$ cat src/rtl/magma_core.sv
// Iterative GOST R 34.12-2015 "Magma" cipher: one Feistel round per clock,
// start/busy/done handshake, encrypt or decrypt chosen per operation.
module magma_core (
   input  logic         clk,
   input  logic         reset,
   input  logic         start,
   input  logic         decrypt,
   input  logic [63:0]  block_in,
   input  logic [255:0] key,
   output logic         busy,
   output logic         done,
   output logic [63:0]  block_out
);

   // Handshake: start is level-sampled on any edge where busy==0; done pulses
   // for one cycle with busy already low, and block_out holds until the next done.
   typedef enum logic {IDLE = 1'b0, RUN = 1'b1} state_t;

   localparam logic [63:0] PI_TAB [8] = '{
      64'hC462A5B9E8D703F1, 64'h68239A5C1E47BD0F,
      64'hB3582FADE174C960, 64'hC821D4F670A53E9B,
      64'h7F5A816D093EB42C, 64'h5DF692CAB78143E0,
      64'h8E25691CF4B0DA37, 64'h17ED05834FA69CB2
   };

   state_t         state;
   logic [5:0]     rnd;
   logic [31:0]    a1;
   logic [31:0]    a0;
   logic [255:0]   key_r;
   logic           dec_r;

   logic [5:0]     rnd_m1;
   logic [5:0]     rnd_rev;
   logic [2:0]     kidx;
   logic [255:0]   key_sh;
   logic [31:0]    rk;
   logic [31:0]    sum;
   logic [31:0]    sub;
   logic [31:0]    g_out;

   function automatic logic [31:0] s_sub(input logic [31:0] x);
      logic [31:0] y;
      logic [63:0] row;
      y = '0;
      for (int j = 0; j < 8; j++) begin
         row = PI_TAB[j] << (4 * int'(x[4*j +: 4]));
         y[4*j +: 4] = row[63:60];
      end
      return y;
   endfunction

   // kidx is the zero-based key word index: 0 selects K1 = key[255:224].
   always_comb begin
      rnd_m1  = rnd - 6'd1;
      rnd_rev = 6'd32 - rnd;
      kidx    = rnd_m1[2:0];
      if (!dec_r) begin
         if (rnd > 6'd24) kidx = rnd_rev[2:0];
      end else begin
         if (rnd > 6'd8) kidx = 3'd7 - rnd_m1[2:0];
      end
      key_sh = key_r >> (32 * (7 - int'(kidx)));
      rk     = key_sh[31:0];
      sum    = a0 + rk;
      sub    = s_sub(sum);
      g_out  = {sub[20:0], sub[31:21]};
   end

   always_ff @(posedge clk or negedge reset) begin
      if (!reset) begin
         state     <= IDLE;
         rnd       <= 6'd0;
         a1        <= 32'd0;
         a0        <= 32'd0;
         key_r     <= 256'd0;
         dec_r     <= 1'b0;
         busy      <= 1'b0;
         done      <= 1'b0;
         block_out <= 64'd0;
      end else begin
         done <= 1'b0;
         case (state)
            IDLE: begin
               if (start) begin
                  a1    <= block_in[63:32];
                  a0    <= block_in[31:0];
                  key_r <= key;
                  dec_r <= decrypt;
                  rnd   <= 6'd1;
                  busy  <= 1'b1;
                  state <= RUN;
               end
            end
            RUN: begin
               if (rnd == 6'd32) begin
                  // Final round omits the half swap.
                  block_out <= {a1 ^ g_out, a0};
                  done      <= 1'b1;
                  busy      <= 1'b0;
                  rnd       <= 6'd0;
                  state     <= IDLE;
               end else begin
                  a1  <= a0;
                  a0  <= a1 ^ g_out;
                  rnd <= rnd + 6'd1;
               end
            end
            default: state <= IDLE;
         endcase
      end
   end

endmodule

$ cat config.mk
export PLATFORM = sky130hd
export DESIGN_NAME = magma_core
export DESIGN_NICKNAME = d
export VERILOG_FILES = /design/src/rtl/magma_core.sv
export SDC_FILE = /design/constraint.sdc
export NUM_CORES = 1
export LEC_CHECK = 0
export ABC_CLOCK_PERIOD_IN_PS = 9200
export BUFFER_PORTS_ARGS = -buffer_cell sky130_fd_sc_hd__buf_2
export CAP_MARGIN = 20
export CORE_MARGIN = 2
export CORE_UTILIZATION = 30
export DETAILED_ROUTE_END_ITERATION = 16
export HOLD_SLACK_MARGIN = 0.15
export SLEW_MARGIN = 15
export SYNTH_ARGS = -nofsm -noshare
export SYNTH_HDL_FRONTEND = slang
export SYNTH_SLANG_ARGS = --single-unit
$ cat constraint.sdc
create_clock -name clk -period 9.2 [get_ports clk]
set_input_delay 0 -clock clk [delete_from_list [all_inputs] [get_ports clk]]
set_output_delay 0 -clock clk [all_outputs]
set_load 0.01 [all_outputs]
==> impl_metrics.tcl, run 1 <==
set metrics [dict create \
    grt_pass1_vias 21000 \
    finalCritPeriodShare_pct 78.6 \
    drtAntennaViolNets 0 \
    finalHoldViolations 0 \
    worstSetupStartpointType "flop" \
    drive_gt1_share_pct 19.7 \
    tightest_slew_ns 1.02 \
    final_area_um2 31100 \
    final_core_util_pct 44.3 \
    crit_type "reg2reg" \
    cts.htree.levels 2 \
    area_growth_pct 46.1 \
    critPathMaxFanout 31 \
    fin_setup_tns_ns 0 \
    drt_wl_total_mm 82.5 \
    finalMaxSlewViolations 0 \
    fp.coreArea_um2 70100 \
    drc_errors 0 \
    grt_max_degree 209 \
    vias 20000 \
    reg2reg_from "rnd[0]" \
    nFillCells 6604 \
    clock_latency_ns 0.61 \
    synth_area_um2 21300 \
    viasPerCell 4.84 \
    row_count 97 \
    synth_top_flop_cell "dfrtp_1" \
    max_slew_margin_pct 31.7 \
    gp_congestion 0.969 \
    cts_tree "done" \
    synth.top_cells.by_area "dfrtp_1, nand2_1, mux4_2, ha_1, mux2i_1" \
    startpoint "rnd[0]" \
    arrival_ns 7.65 \
    synth_edf_count 0 \
    die_w_um 270 \
    cp.required_ns 9.61 \
    synth_cells 2304 \
    routedWlPerCell_um 20.0 \
    hold_path.class "in2reg" \
    place_area_um2 24100 \
    rsz0062_at_grt "false" \
    dr.pass1.iters 5 \
    grt_pass1_wl_mm 125 \
    critPathCaptureType "flop" \
    dieArea_um2 73000 \
    ys_seq_area_share_pct 46.4 \
    synth_cell_types 78 \
    yosys.area.top_type_share_pct 46.4 \
    layout_commonest_cell "nand2_1" \
    hp-start "key[143]" \
    grt.overflow.total 0 \
    synth_nets 2705 \
    maxCapViolCount 0 \
    avgSynthCellArea_um2 9.23 \
    ys_warn_count 0 \
    setup_violations 0 \
    cts.sinks 394 \
    dpl.hpwl_mm 53.4 \
    yosysTopAreaCell "dfrtp_1" \
    ys_ff_latch 394 \
    clock_path_buffers 3 \
    die_h_um 270 \
    mostFrequentLayoutCells "nand2_1, dlygate4sd3_1, dfrtp_1, buf_2, o21ai_0" \
    fin_nets 3553 \
    drt_iter0_drc 1378 \
    slowest_stage "xnor2_1" \
    initial_utilization_pct 30.3 \
    io_pins 390 \
    ctsResizeCount 0 \
    finClkSkew_ns 0.0439 \
    cts.clk_slew.worst_paths_ns 0.06 \
    outcome "complete, no violations" \
    cts-root-buf "clkbuf_16" \
    gr-usage-all-layers_pct 22.3 \
    synth-async-reset-ratio_pct 100 \
    io_buffers 389 \
    antenna_found_initial 15 \
    max_freq_mhz 138 \
    fin_crit_ns 7.24 \
    max_stage_delay_ns 0.82 \
    cts_made_buffers 47 \
    crit_chain "inv_1 > ha_1 > nor2b_1 > o211ai_1 > xor2_4 > buf_12 > mux4_2 > mux2_2 > ha_1 > a21o_1 > a21oi_1 > o21ai_0 > a221oi_1 > nor3_1 > o311ai_1 > a32oi_1 > xnor2_1 > mux2_2 > xnor2_1 > o21ai_0" \
]
[Yosys cell counts (6+ instances only)]
cell type	n
nor2b_1	15
a31oi_1	7
mux2_2	41
nor2_1	34
o21ai_0	110
a21o_1	13
nand2b_1	6
a21oi_1	54
nand3_1	15
xnor2_1	30
dfrtp_1	394
o211ai_1	11
a211oi_1	14
and3_1	6
a21boi_0	6
clkbuf_1	103
nand3b_1	7
inv_1	52
mux2i_1	68
nand2_1	1002
xor2_1	29
or3_1	6
buf_1	10
ha_1	76
mux4_2	74
buf_2	11
o21a_1	6
[area by class of cell]
class | count | area [um^2] | area share [%]
Multi-Input combinational cell | 1728 | 10700 | 34.6
Sequential cell | 394 | 9860 | 31.7
Timing Repair Buffer | 928 | 7400 | 23.8
Clock buffer | 64 | 1300 | 4.18
Tap cell | 940 | 1180 | 3.78
Clock inverter | 22 | 372 | 1.20
Inverter | 53 | 199 | 0.640
Antenna cell | 8 | 20.0 | 0.0644
[registers in the layout, indices dropped and copies added (netlist names), 6 cells and up]
| register | count |
|---|---|
| rnd | 6 |
| a0 | 32 |
| key_r | 256 |
| block_out | 64 |
| a1 | 32 |
[logic make-up after synthesis]
| logic type | share of synthesized area [%] |
|---|---|
| simple gates | 20.9 |
| flops | 46.4 |
| compound gates | 8.29 |
| mux | 13.7 |
| buf+inv | 3.37 |
| fa+ha+maj | 4.56 |
| xor+xnor | 2.82 |
[routing by layer]
layer | routed length (um) | vias to the layer above | GRT usage [%]
li1 | - | 9389 | -
met1 | 34000 | 9719 | 27.7
met2 | 39800 | 710 | 38.0
met3 | 5130 | 207 | 4.37
met4 | 3470 | 14 | 9.03
met5 | 90 | - | 0
[worst paths after layout]
| path | endpoint | slack [ns] | cells after the start |
|---|---|---|---|
| worst max-delay path | block_out[41] | 1.96 | 20 |
| worst min-delay path | key_r[143] | 0.17 | 4 |
| worst max register to register | block_out[41] | 1.96 | 20 |
| worst min register to register | block_out[17] | 0.47 | 2 |
| max in group asynchronous | key_r[230] | 7.75 | 4 |
| min in group asynchronous | dec_r | 0.39 | 3 |
[stage by stage]
| stage | setup WS (ns) | std cells | hold slack (ns) |
|---|---|---|---|
| floorplan | 3.27 | 2304 | -0.296 |
| global placement | 2.07 | 3520 | 0.114 |
| detailed placement | 2.07 | 3520 | 0.111 |
| CTS | 1.98 | 4129 | 0.150 |
| global route | 1.43 | 4133 | 0.175 |
| finish | 1.96 | 4137 | 0.166 |
[worst max-delay path, delay by kind of cell, from the launching register on]
| family | cells | cell delay, ns |
|---|---|---|
| flops | 1 | 0.46 |
| mux | 3 | 1.10 |
| buf+inv | 2 | 0.47 |
| fa+ha+maj | 2 | 0.58 |
| simple gates | 2 | 0.29 |
| compound gates | 8 | 2.40 |
| xor+xnor | 3 | 1.74 |
[repair_timing]
item,in CTS,in global routing
setup buffers,0,0
hold buffers,523,0
hold endpoints to repair,430,0
Power of run 1 is not shown: default switching activity piles up to over one toggle a cycle in this logic, so the estimate is an artifact.
==> inputs of run 2 (changes only) <==
- ABC_CLOCK_PERIOD_IN_PS: 9200 -> 6700
- clock period: 9.2 -> 6.7 ns (I/O delays scaled with it)
==> run 2 against run 1 <==
- sequential share of layout area down 0.26 points
- worst setup slack worse by 1.5 ns
- die area unchanged
- design area up 0.82%
- largest cell class unchanged
==> impl_metrics.tcl, run 2 (same netlist as run 1, synthesis figures left out) <==
set metrics [dict create \
    final_core_util_pct 44.7 \
    critPathCaptureType "flop" \
    setup_violations 0 \
    ff_latch_area_um2 9860 \
    viasPerCell 4.91 \
    r2r_slack_ns 0.44 \
    final_cells 4164 \
    cts.htree.levels 2 \
    gr-usage-all-layers_pct 22.6 \
    cts_made_buffers 47 \
    maxCapViolCount 0 \
    fin_nets 3577 \
    place_area_um2 24200 \
    nFillCells 6489 \
    die_w_um 270 \
    finalHoldViolations 0 \
    reg2reg_from "rnd[0]" \
    multi_input_area_um2 10800 \
    cts.clk_slew.worst_paths_ns 0.06 \
    final_area_um2 31300 \
    fin_crit_ns 6.26 \
    dieArea_um2 73000 \
    layout_commonest_cell "nand2_1" \
    dpl.cell_count 3529 \
    area_growth_pct 47.3 \
    io_pins 390 \
    worstHoldEndpoint "key_r[18]" \
    drive_gt1_share_pct 20.2 \
    crit_type "reg2reg" \
    rr_worst_depth 23 \
    grt.overflow.total 0 \
    vias 20400 \
    arrival_ns 6.66 \
    drc_errors 0 \
    io_buffers 389 \
    tightest_slew_ns 1.24 \
    drt_iter0_drc 1466 \
    dr.pass1.iters 5 \
    rsz0062_at_grt "false" \
    clock_latency_ns 0.62 \
    drtAntennaViolNets 0 \
    drt_wl_total_mm 83.7 \
    max_freq_mhz 160 \
    cp.required_ns 7.09 \
    finalMaxSlewViolations 0 \
    dpl.hpwl_mm 52.8 \
    outcome "complete, no violations" \
    fp.coreArea_um2 70100 \
    reg_top3 "key_r: 256 flops, block_out: 64 flops" \
    rr_endpoint "block_out[34]" \
    cts_tree "done" \
    max_slew_margin_pct 17.3 \
    top_register "key_r" \
    finClkSkew_ns 0.0584 \
    die_h_um 270 \
    grt_pass1_vias 21000 \
    largest_reg_flops 256 \
    worstSetupStartpointType "flop" \
    cts.sinks 394 \
    critPathMaxFanout 15 \
    grt_max_degree 213 \
    row_count 97 \
    routedWlPerCell_um 20.1 \
    cts-root-buf "clkbuf_16" \
    grt_pass1_wl_mm 127 \
    fin_setup_tns_ns 0 \
    gp_congestion 0.933 \
    whs_path_depth 4 \
    clock_path_buffers 3 \
    mostFrequentLayoutCells "nand2_1, dlygate4sd3_1, dfrtp_1, buf_2, o21ai_0" \
    hold_path.class "in2reg" \
    finalCritPeriodShare_pct 93.5 \
    initial_utilization_pct 30.3 \
    hp-start "key[18]" \
    antenna_found_initial 17 \
]
-- run 2: changes by cell type in the layout (fill, tap and decap cells not counted), moves of 2 or more --
cell / delta
dlygate4sd3_1: +8
clkbuf_16: +2
clkinv_4: +4
bufinv_16: -2
buf_4: +11
diode_2: +3
clkbuf_1: -4
clkbuf_8: +2
buf_6: +2
-- run 2: area by class of cell --
class	count	share of cell area (%)
inverter	53	0.635
clock buffer	62	4.19
tap	940	3.75
sequential	394	31.5
timing repair buffer	952	24.4
antenna	11	0.0878
multi-input combinational	1728	34.3
clock inverter	24	1.10
-- run 2: layer usage --
metal	vias up	global-route usage [%]	wire length [um]
met1	9878	28.5	34300
met3	242	4.69	5600
met2	847	37.6	39900
met4	14	9.67	3770
met5	-	0	82
li1	9455	-	-
-- run 2: how the worst max path moves through the flow --
stage                     startpoint             to  slack, ns  cells after the start
after global placement        rnd[0]  block_out[38]       0.44                     25
after global routing          rnd[0]          a0[7]       0.02                     25
final                         rnd[0]  block_out[34]       0.44                     23
after detailed placement      rnd[0]  block_out[38]       0.39                     25
after floorplan               rnd[0]  block_out[36]       0.77                     25
after CTS                     rnd[0]  block_out[38]       0.29                     25
-- run 2: worst max-delay path, stage by stage, from the launching register on --
cell	delay, ns
dfrtp_1	0.46
inv_1	0.14
ha_1	0.22
nor2b_1	0.15
o211ai_1	0.18
buf_4	0.16
xnor2_2	0.10
buf_4	0.16
buf_4	0.14
buf_6	0.25
mux4_2	0.60
mux2_2	0.30
ha_1	0.37
nand2_1	0.09
nor2_1	0.17
o21ai_0	0.16
a21o_1	0.22
a2111oi_0	0.65
nor2_1	0.26
xnor2_4	0.32
mux2i_1	0.12
a221oi_1	0.44
xor2_1	0.25
o21ai_0	0.12
-- run 2: stage by stage --
stage | hold slack (ns) | setup slack [ns]
6_report | 0.178 | 0.438
3_3_place_gp | -0.0343 | 0.440
5_1_grt | 0.184 | 0.0193
3_5_place_dp | -0.0295 | 0.388
2_1_floorplan | -0.296 | 0.773
4_1_cts | 0.150 | 0.293
-- run 2: repair_timing --
| item | in CTS | in global routing |
|---|---|---|
| hold buffers | 531 | 0 |
| buffers inserted | 0 | 5 |
| resized for setup | 0 | 3 |
| endpoints found under the setup margin | 0 | 6 |
| hold endpoints to repair | 717 | 0 |
Power of run 2 is left out for the same reason.
==> inputs of run 3 (changes only) <==
- ABC_CLOCK_PERIOD_IN_PS: 6700 -> 6450
- clock period: 6.7 -> 6.45 ns (I/O delays scaled with it)
==> run 3 against run 2 <==
- maximum frequency is 3.3% higher
- via count up 1.5%
- first-iteration DRC count rose by 13%
- core utilization up 0.54 points
- non-clock buffer count rose by 45
- sequential share of layout area decreased by 0.37 points
- wire length up 0.48%
- flip-flop and latch count stayed put
- cell count increased by 0.98%
==> impl_metrics.tcl, run 3 (same netlist as run 1, synthesis figures left out) <==
set metrics [dict create \
    die_w_um 270 \
    hp-start "key[50]" \
    maxCapViolCount 0 \
    finalMaxSlewViolations 0 \
    crit_type "reg2reg" \
    die_h_um 270 \
    cp.required_ns 6.95 \
    final_core_util_pct 45.2 \
    io_buffers 389 \
    cts-root-buf "clkbuf_16" \
    clock_latency_ns 0.60 \
    fin_nets 3622 \
    whs_path_depth 4 \
    reg2reg_from "rnd[1]" \
    cts_tree "done" \
    finalCritPeriodShare_pct 94.0 \
    mostFrequentLayoutCells "nand2_1, dlygate4sd3_1, dfrtp_1, buf_2, o21ai_0" \
    cts.htree.levels 2 \
    reg_top3 "key_r: 256 flops, block_out: 64 flops" \
    arrival_ns 6.56 \
    r2r_slack_ns 0.39 \
    finClkSkew_ns 0.0538 \
    max_freq_mhz 165 \
    finalHoldViolations 0 \
    dpl.hpwl_mm 52.6 \
    cp_top_family "compound AO/OA/AOI/OAI gates" \
    critPathCaptureType "flop" \
    max_stage_delay_ns 0.60 \
    slowest_stage "mux4_2" \
    fp.coreArea_um2 70100 \
    viasPerCell 4.93 \
    critPathMaxFanout 21 \
    hold_path.class "in2reg" \
    tightest_slew_ns 1.25 \
    grt_max_degree 212 \
    layout_commonest_cell "nand2_1" \
    initial_utilization_pct 30.3 \
    io_pins 390 \
    routedWlPerCell_um 20.0 \
    dieArea_um2 73000 \
    crit_top_cell "ha_1" \
    vias 20700 \
    gr-usage-all-layers_pct 22.7 \
    crit_buf_inv 5 \
    grt_pass1_wl_mm 128 \
    fin_crit_ns 6.06 \
    largest_reg_flops 256 \
    cts_made_buffers 47 \
    gp_congestion 0.914 \
    drt_wl_total_mm 84.1 \
    drtAntennaViolNets 0 \
    drive_gt1_share_pct 20.6 \
    worstSetupStartpointType "flop" \
    row_count 97 \
    max_slew_margin_pct 16.5 \
    area_growth_pct 49.1 \
    outcome "complete, no violations" \
    dr.pass1.iters 5 \
    cts.sinks 394 \
    rr_endpoint "a0[3]" \
    grt.overflow.total 0 \
    crit_chain "inv_1 > ha_1 > nor2b_1 > o211ai_1 > buf_4 > xnor2_4 > buf_12 > buf_12 > mux4_2 > mux2_2 > ha_1 > a21o_1 > o21bai_1 > a221oi_1 > o21ai_2 > a221oi_1 > xor2_1 > buf_4 > ha_1 > mux4_2 > xnor2_1 > nand2_1 > nand2_1" \
    grt_pass1_vias 21800 \
    fin_hold_ws_ns 0.170 \
    rr_worst_depth 23 \
    setup_violations 0 \
    nFillCells 6432 \
    drc_errors 0 \
    worstHoldEndpoint "key_r[50]" \
    clock_path_buffers 3 \
    cts.clk_slew.worst_paths_ns 0.06 \
    antenna_found_initial 14 \
    drt_iter0_drc 1656 \
    top_register "key_r" \
]
run 3: cell count changes in the layout (fill, tap and decap cells not counted), sizes merged:
cell	change
dlygate4sd3	+25
clkinv	-4
clkbuf	-1
buf	+21
bufinv	-3
diode	-2
clkinvlp	+3
inv	+2
run 3: repair_timing:
item	CTS	global route
resized for setup	1	9
hold buffers	556	0
buffers inserted	4	6
endpoints found under the setup margin	7	29
cloned	0	1
hold endpoints to repair	431	0
pin swaps	3	5
run 3: how the worst max path moves through the flow:
stage | startpoint | endpoint | slack, ns | cells after the start
after floorplan | rnd[0] | block_out[36] | 0.52 | 25
after global placement | rnd[0] | block_out[38] | 0.1 | 23
after detailed placement | rnd[0] | a0[6] | -0.09 | 23
after CTS | rnd[0] | a0[7] | 0.06 | 24
after global routing | rnd[1] | a0[7] | -0.009 | 26
final | rnd[1] | a0[3] | 0.39 | 23
run 3: layout make-up:
type / count / area (um^2) / share of cell area [%]
inverter: 53 / 199 / 0.627
timing repair buffer: 997 / 8090 / 25.5
tap: 940 / 1180 / 3.71
antenna: 9 / 22.5 / 0.0710
sequential: 394 / 9860 / 31.1
clock inverter: 22 / 259 / 0.817
multi-input combinational: 1728 / 10800 / 34.1
clock buffer: 62 / 1300 / 4.11
run 3: routing by layer:
| layer | up-vias | GRT usage, % | part of all wire [%] |
|---|---|---|---|
| li1 | 9532 | - | - |
| met1 | 9987 | 28.6 | 41 |
| met2 | 918 | 38.2 | 47 |
| met3 | 283 | 3.98 | 6.3 |
| met4 | 14 | 10.2 | 5.1 |
| met5 | - | 0 | 0.10 |
run 3: through the flow:
stage               area, um^2  instances  setup TNS [ns]  setup WS [ns]
floorplan                21300       2304               0          0.523
global placement         24400       3545               0         0.0960
detailed placement       24400       3545          -0.343        -0.0873
CTS                      31600       4189               0         0.0639
global route             31700       4202        -0.00881       -0.00881
finish                   31700       4205               0          0.387
run 3: worst register-to-register path: stages (launching register included):
cell and delay (ns):
dfrtp_1 0.39, inv_1 0.09, ha_1 0.20, nor2b_1 0.15
o211ai_1 0.31, buf_4 0.20, xnor2_4 0.12, buf_12 0.15
buf_12 0.21, mux4_2 0.61, mux2_2 0.31, ha_1 0.35
a21o_1 0.22, o21bai_1 0.18, a221oi_1 0.33, o21ai_2 0.16
a221oi_1 0.35, xor2_1 0.27, buf_4 0.19, ha_1 0.25
mux4_2 0.52, xnor2_1 0.21, nand2_1 0.07, nand2_1 0.10
Power of run 3 is left out for the same reason.
